[src/rtl/video_decoder.sv]
// Receive side of the composite video link: separates sync pulses by width,
// recovers line/frame timing and pixel coordinates, and flags drawing-area samples.
module video_decoder #(
    parameter int unsigned HSYNC_MIN      = 64,
    parameter int unsigned VSYNC_MIN      = 512,
    parameter int unsigned LINE_TIMEOUT   = 4000,
    parameter int unsigned ACTIVE_X_START = 256,
    parameter int unsigned ACTIVE_WIDTH   = 1536,
    parameter int unsigned ACTIVE_Y_START = 33,
    parameter int unsigned ACTIVE_HEIGHT  = 200
) (
    input  logic        clock,
    input  logic        reset_n,
    input  logic        sync,
    input  logic        luminance,
    output logic        line_start,
    output logic        frame_start,
    output logic        locked,
    output logic [11:0] x,
    output logic [8:0]  y,
    output logic        pixel,
    output logic        pixel_valid
);

    localparam int unsigned XW  = 12;
    localparam int unsigned YW  = 9;
    localparam int unsigned CW  = 12;
    localparam int unsigned XW1 = XW + 1;
    localparam int unsigned YW1 = YW + 1;

    localparam logic [CW-1:0]  CNT_MAX = '1;
    localparam logic [CW-1:0]  H_MIN   = CW'(HSYNC_MIN);
    localparam logic [CW-1:0]  V_MIN   = CW'(VSYNC_MIN);
    localparam logic [XW-1:0]  X_MAX   = XW'(LINE_TIMEOUT);
    localparam logic [YW-1:0]  Y_MAX   = '1;
    localparam logic [XW1-1:0] X_LO    = XW1'(ACTIVE_X_START);
    localparam logic [XW1-1:0] X_HI    = XW1'(ACTIVE_X_START + ACTIVE_WIDTH);
    localparam logic [YW1-1:0] Y_LO    = YW1'(ACTIVE_Y_START);
    localparam logic [YW1-1:0] Y_HI    = YW1'(ACTIVE_Y_START + ACTIVE_HEIGHT);

    typedef enum logic {SEARCH, LOCKED} state_t;

    state_t         state, state_nxt;
    logic           sync_s1, sync_s2, sync_d;
    logic           lum_s1, lum_s2;
    logic [CW-1:0]  low_count;
    logic           in_vsync;
    logic           rise, is_h, is_v, accept, fs_set;
    logic [XW-1:0]  x_nxt;

    // Pulse classification on the rising edge of the synchronized sync line
    always_comb begin
        rise   = sync_s2 & ~sync_d;
        is_h   = rise && (low_count >= H_MIN) && (low_count < V_MIN);
        is_v   = rise && (low_count >= V_MIN);
        accept = is_h | is_v;
        fs_set = is_v & ~in_vsync;
        if (accept)
            x_nxt = '0;
        else if (x >= X_MAX)
            x_nxt = X_MAX;
        else
            x_nxt = x + XW'(1);
    end

    // Lock state register
    always_ff @(posedge clock or negedge reset_n) begin
        if (!reset_n)
            state <= SEARCH;
        else
            state <= state_nxt;
    end

    // Lock next-state: a sync rise always beats the timeout since it zeroes x_nxt
    always_comb begin
        state_nxt = state;
        case (state)
            SEARCH: if (fs_set) state_nxt = LOCKED;
            LOCKED: if (x_nxt == X_MAX) state_nxt = SEARCH;
            default: state_nxt = SEARCH;
        endcase
    end

    // Input synchronizers, width counter and timing datapath
    always_ff @(posedge clock or negedge reset_n) begin
        if (!reset_n) begin
            sync_s1     <= 1'b1;
            sync_s2     <= 1'b1;
            sync_d      <= 1'b1;
            lum_s1      <= 1'b0;
            lum_s2      <= 1'b0;
            pixel       <= 1'b0;
            low_count   <= '0;
            x           <= '0;
            y           <= '0;
            in_vsync    <= 1'b0;
            line_start  <= 1'b0;
            frame_start <= 1'b0;
        end else begin
            sync_s1     <= sync;
            sync_s2     <= sync_s1;
            sync_d      <= sync_s2;
            lum_s1      <= luminance;
            lum_s2      <= lum_s1;
            pixel       <= lum_s2;
            if (sync_s2)
                low_count <= '0;
            else if (low_count != CNT_MAX)
                low_count <= low_count + CW'(1);
            x           <= x_nxt;
            line_start  <= is_h;
            frame_start <= fs_set;
            if (is_h) begin
                if (y != Y_MAX)
                    y <= y + YW'(1);
                in_vsync <= 1'b0;
            end else if (is_v) begin
                y        <= '0;
                in_vsync <= 1'b1;
            end
        end
    end

    assign locked = (state == LOCKED);

    assign pixel_valid = locked
                      && ({1'b0, x} >= X_LO) && ({1'b0, x} < X_HI)
                      && ({1'b0, y} >= Y_LO) && ({1'b0, y} < Y_HI);

endmodule

[config.mk]
export PLATFORM = sky130hd
export DESIGN_NAME = video_decoder
export DESIGN_NICKNAME = d
export VERILOG_FILES = /design/src/rtl/video_decoder.sv
export SDC_FILE = /design/constraint.sdc
export NUM_CORES = 1
export LEC_CHECK = 0
export CORE_UTILIZATION = 58
export CTS_CLUSTER_SIZE = 28
export DETAILED_ROUTE_END_ITERATION = 8
export GPL_TIMING_DRIVEN = 1
export PLACE_DENSITY = 0.91
export SKIP_LAST_GASP = 1
export SLEW_MARGIN = 20
export SYNTH_ARGS = -nofsm -noshare
export SYNTH_HDL_FRONTEND = slang
export SYNTH_SLANG_ARGS = --single-unit
[constraint.sdc]
create_clock -name clock -period 3.84 [get_ports clock]
set_input_delay 0.768 -clock clock [delete_from_list [all_inputs] [get_ports clock]]
set_output_delay 0.768 -clock clock [all_outputs]
set_load 0.01 [all_outputs]
; After elaboration in Yosys (flattened, before gate mapping)
; Cells that the tools add are included.
[op_classes]
add_sub_neg = 3
order_cmp = 8
eq_ne = 4
mux = 12
bitwise_logic = 6
reduce_logical = 10
[ops]
columns = operator, n
row1 = $mux 12, 4
row2 = $mux 9, 3
row3 = $add 12x1->12 const B, 2
row4 = $eq 12x12->1 const B, 1
row5 = $ge 12x10->1 const B, 1
row6 = $ge 12x12->1 const B, 1
row7 = $ge 12x7->1 const B, 1
row8 = $ge 12x9->1 const B, 1
row9 = $lt 12x10->1 const B, 1
row10 = $lt 12x11->1 const B, 1
row11 = $ne 12x12->1 const B, 1
row12 = $add 9x1->9 const B, 1
row13 = $ge 9x6->1 const B, 1
row14 = $lt 9x8->1 const B, 1
row15 = $ne 9x9->1 const B, 1
row16 = $logic_and 1x1->1, 7
row17 = $mux 1, 4
row18 = $reduce_bool 2->1, 2
row19 = $not 1->1, 3
row20 = $and 1x1->1, 2
row21 = $ne 2x1->1 const B, 1
row22 = $pmux 1 s2, 1
row23 = $reduce_and 2->1, 1
row24 = $or 1x1->1, 1
[word_totals]
ff_bits = 43
output_inout_bits = 26

; Logic depth before layout (Yosys ltp)
[depth]
ltp_word = 9
ltp_mapped = 8
ltp_nobuf = 8

; Least setup slack after synthesis
; OpenSTA, ideal clock, no wires.
[synth_path]
path_kind = flip-flop to output port
from = reg y[1]
to = out pixel_valid
arrival_time_ps = 1244
required_time_ps = 3072
path_slack_ps = 1828
stages_incl_launch_ff = 5
path_buffers = 0
path_cell_list = dfrtp_1 > or3_1 > a21oi_1 > o21ai_0 > a21oi_1
[synth_via]
elab_chain_len = 3
elab_cells_between_ends = 4
classes_between = order compare (2) / reduce/logical (2)
[synth_lines]
columns = element, line
row1 = "start, declared", 20  ; output logic [8:0] y,
row2 = "start signal, assigned", 115  ; y <= y + YW'(1);
row3 = $ge 9x6->1, 128  ; && ({1'b0, y} >= Y_LO) && ({1'b0, y} < Y_HI);
row4 = $logic_and 1x1->1, 128
row5 = $logic_and 1x1->1 *, 128
row6 = "end, declared", 22  ; output logic pixel_valid
; Mark *: on every way between the ends. The rest lies on a longest branch, timed or not.

; Worst setup path in the final report
[layout_path]
from = reg x[8]
to = out pixel_valid
[layout_via]
elab_chain_len = 5
elab_cells_between_ends = 6
classes_between = order compare (2) / reduce/logical (4)
[layout_lines]
columns = element, line
row1 = "start, declared", 19  ; output logic [11:0] x,
row2 = "start signal, assigned", 110  ; x <= x_nxt;
row3 = $ge 12x9->1, 127  ; && ({1'b0, x} >= X_LO) && ({1'b0, x} < X_HI)
row4 = $logic_and 1x1->1, 127
row5 = $logic_and 1x1->1 *, 127
row6 = $logic_and 1x1->1 * (2 in series), 128
; Marked as above.

==> run_results.csv <==
group,metric,value,unit
status,status,"complete, no violations",
synth,synth_seq_cells,43,
setup_path,start_kind,"register",
timing,fin_skew,0.01063,ns
cts,clock-root-buffer,"clkbuf_8",
power,leakagePower,1.126,nW
synth,synthFlopType,"dfrtp_1",
routing,antenna_left,0,
place,io_buffers,29,
routing,met3_length,163,um
synth,yosysTopAreaCell,"dfrtp_1",
die,initial_utilization,62.99,%
timing,tightestPinTransition,0.9302,ns
global_routing,gr-total-overflow,0,
synth,syn_area,0.002185,mm^2
final_layout,layout.nets,261,
place,hpwl,3135,um
power,power.density,298.7,mW/mm^2
final_layout,area_growth,18.61,%
setup_path,endpoint_kind,"output port",
cts,cts_made_buffers,5,
synth,muxShareOfSynthArea,0.4582,%
cts,htree_levels,2,
global_routing,grt_usage,24.64,%
cts,clock_latency,0.30,ns
final_layout,final_common_cell,"dfrtp_1",
setup_path,ff2ff_setup_slack,1.77,ns
timing,fin_crit,2.942,ns
routing,vias_per_cell,5.828,
synth,synthXorXnorAreaFrac,7.617,%
synth,synth-async-reset-ratio,100.0,%
routing,met1_length,1901,um
synth,synth_top_area_share,45.82,%
die,coreArea,0.003468,mm^2
cts,cts_sinks,43,
die,rows,21,
synth,syn_nets,229,
synth,synth_cell_types,47,
synth,synth_edf_count,0,
die,die_h,63.37,um
die,die_x,63.37,um
global_routing,antenna_found_initial,0,
synth,synth-compound-area-share,10.77,%
global_routing,grt_pass1_wl,7714,um
power,ir_drop,0.2503,mV
final_layout,drive_gt1_share,8.765,%
synth,synthAdderAreaFrac,4.009,%
routing,vias,1731,
synth,post_synth_main_area_contributors,"dfrtp_1 46%, nor2_1 5.7%, xor2_1 4.4%",
routing,dr.pass1.iters,4,
timing,post-route-period-util,76.61,%
run,max_cap_violations,0,
synth,yosysWarningCount,0,
setup_path,cp_max_fo,7,
setup_path,critPathLaunch,"x[8]",
min_path,hold_start,"lum_s2",
global_routing,grt_max_degree,44,
routing,wire_per_inst,14.86,um
setup_path,arrival,2.17,ns
timing,fmax,0.3399,GHz
timing,setup_slack,0.8983,ns
timing,setup_tns,0,ns
setup_path,crit_type,"register to output port",
timing,hold_viol_final,0,
routing,top_layer,"met4",
timing,drv_slew,0,
timing,rsz0062_at_grt,"no",
synth,synth.avg_cell_area,10.02,um^2
synth,synthSimpleGateAreaFrac,24.68,%
cts,clk_pin_slew,0.09,ns
setup_path,endpoint,"pixel_valid",
setup_path,worstPathRequired,3.07,ns
synth,syn_inst,218,
min_path,hold_path_class,"register to register",
setup_path,rr_worst_depth,6,
setup_path,reg2reg_from,"x[0]",
cts,clockBufferDepth,2,
routing,wl_met2,2251,um
final_layout,post-route-util,74.71,%
cts,cts_tree,"built",
die,io_pins,30,
cts,cts_hold_buf,0,
die,dieArea,0.004016,mm^2
final_layout,diodes,0,
cts,cts-resized-gates,0,
routing,routed_wirelength,4413,um
final_layout,final_cell_mix,"40 x dfrtp_1, 33 x nor2_1, 28 x clkdlybuf4s50_1, 13 x nand2_1, 12 x inv_1",
place,dp_slack,1.226,ns
routing,post-route-drc-count,0,
timing,slew_headroom,37.99,%
setup_path,reg2reg_to,"locked",
routing,drt_iter0_markers,195,
cts,cts_setup_buffers,0,
timing,finalSetupViolCount,0,
global_routing,grt_pass1_vias,1747,
synth,synth_top_family_by_area,"simple AND/OR/NAND/NOR gates",
place,gp_congestion,0.9244,
synth,ys_seq_area_share,49.43,%
## layout make-up
cell class / count / area (um^2)
repair buffers: 29 / 285.3
clock buffers: 6 / 72.57
flip-flops and latches: 43 / 1080
clock inverters: 2 / 12.51
multi-input cells: 159 / 1039
well taps: 46 / 57.56
fillers: 255 / 877.1
inverters: 12 / 45.04
## report_power, final
part	total [mW]	internal [mW]	leakage, nW	switching (mW)
registers	0.466	0.459	0.567	0.00618
logic	0.0212	0.00689	0.518	0.0143
clock network	0.287	0.127	0.0412	0.160
## sequential cells by signal, summed over array words and instances, names as in the netlist
signal / flops
frame_start: 1
in_vsync: 1
line_start: 1
locked: 1
low_count: 12
lum_s1: 1
lum_s2: 1
pixel: 1
sync_d: 1
sync_s1: 1
sync_s2: 1
x: 12
y: 9
## critical path, stage by stage, from the launching register on
cell	delay [ns]
dfrtp_1	0.47
and3_1	0.25
nor4_1	0.32
o21ai_0	0.14
a21oi_1	0.14
clkdlybuf4s50_1	0.55
## cell families (layout without fill, tap and decap cells)
kind of cell               count (synthesis)  after routing
xor gates and xnor gates                  19             19
adders and majority gates                  7              7
AOI/OAI and AO/OA                         31             31
DFF                                       43             43
muxes                                      1              1
and+or+nand+nor                          101            101
buffers and inverters                     16             49
## synthesized netlist by cell type, drive strengths merged, types with 2 or more instances
cell / number
nor3: 6
nand2: 13
nand3: 12
nand2b: 4
nor4: 4
xor2: 11
a311oi: 3
dfrtp: 40
inv: 12
o21ai: 8
a21oi: 8
nor2b: 2
a31oi: 4
xnor2: 8
and4: 3
and3: 8
nor2: 33
or3: 5
ha: 7
dfstp: 3
buf: 3
nand4: 5
## metrics by stage
| stage | hold slack, ns | instance area (um^2) | power, mW | instances |
|---|---|---|---|---|
| floorplan | 0.3312 | 2185 | 0.4814 | 218 |
| global placement | 0.3439 | 2506 | 0.4955 | 289 |
| detailed placement | 0.3418 | 2506 | 0.4968 | 289 |
| CTS | 0.3597 | 2591 | 0.7775 | 297 |
| global route | 0.3704 | 2591 | 0.7997 | 297 |
| finish | 0.3563 | 2591 | 0.7741 | 297 |
## layer usage
| layer | up-vias | global-route usage (%) |
|---|---|---|
| met5 | - | 0 |
| met2 | 42 | 41.62 |
| met3 | 11 | 5.072 |
| met1 | 856 | 29.35 |
| met4 | 0 | 12.78 |
| li1 | 822 | - |
## worst min-delay path by stage
stage,to,slack [ns],cells after the start
3_3_place_gp,lum_s2,0.34,0
2_1_floorplan,lum_s2,0.33,0
4_1_cts,lum_s2,0.36,0
5_1_grt,sync_s2,0.37,0
3_5_place_dp,lum_s2,0.34,0
6_report,pixel,0.36,0
Power figures use the tool's default switching activity.
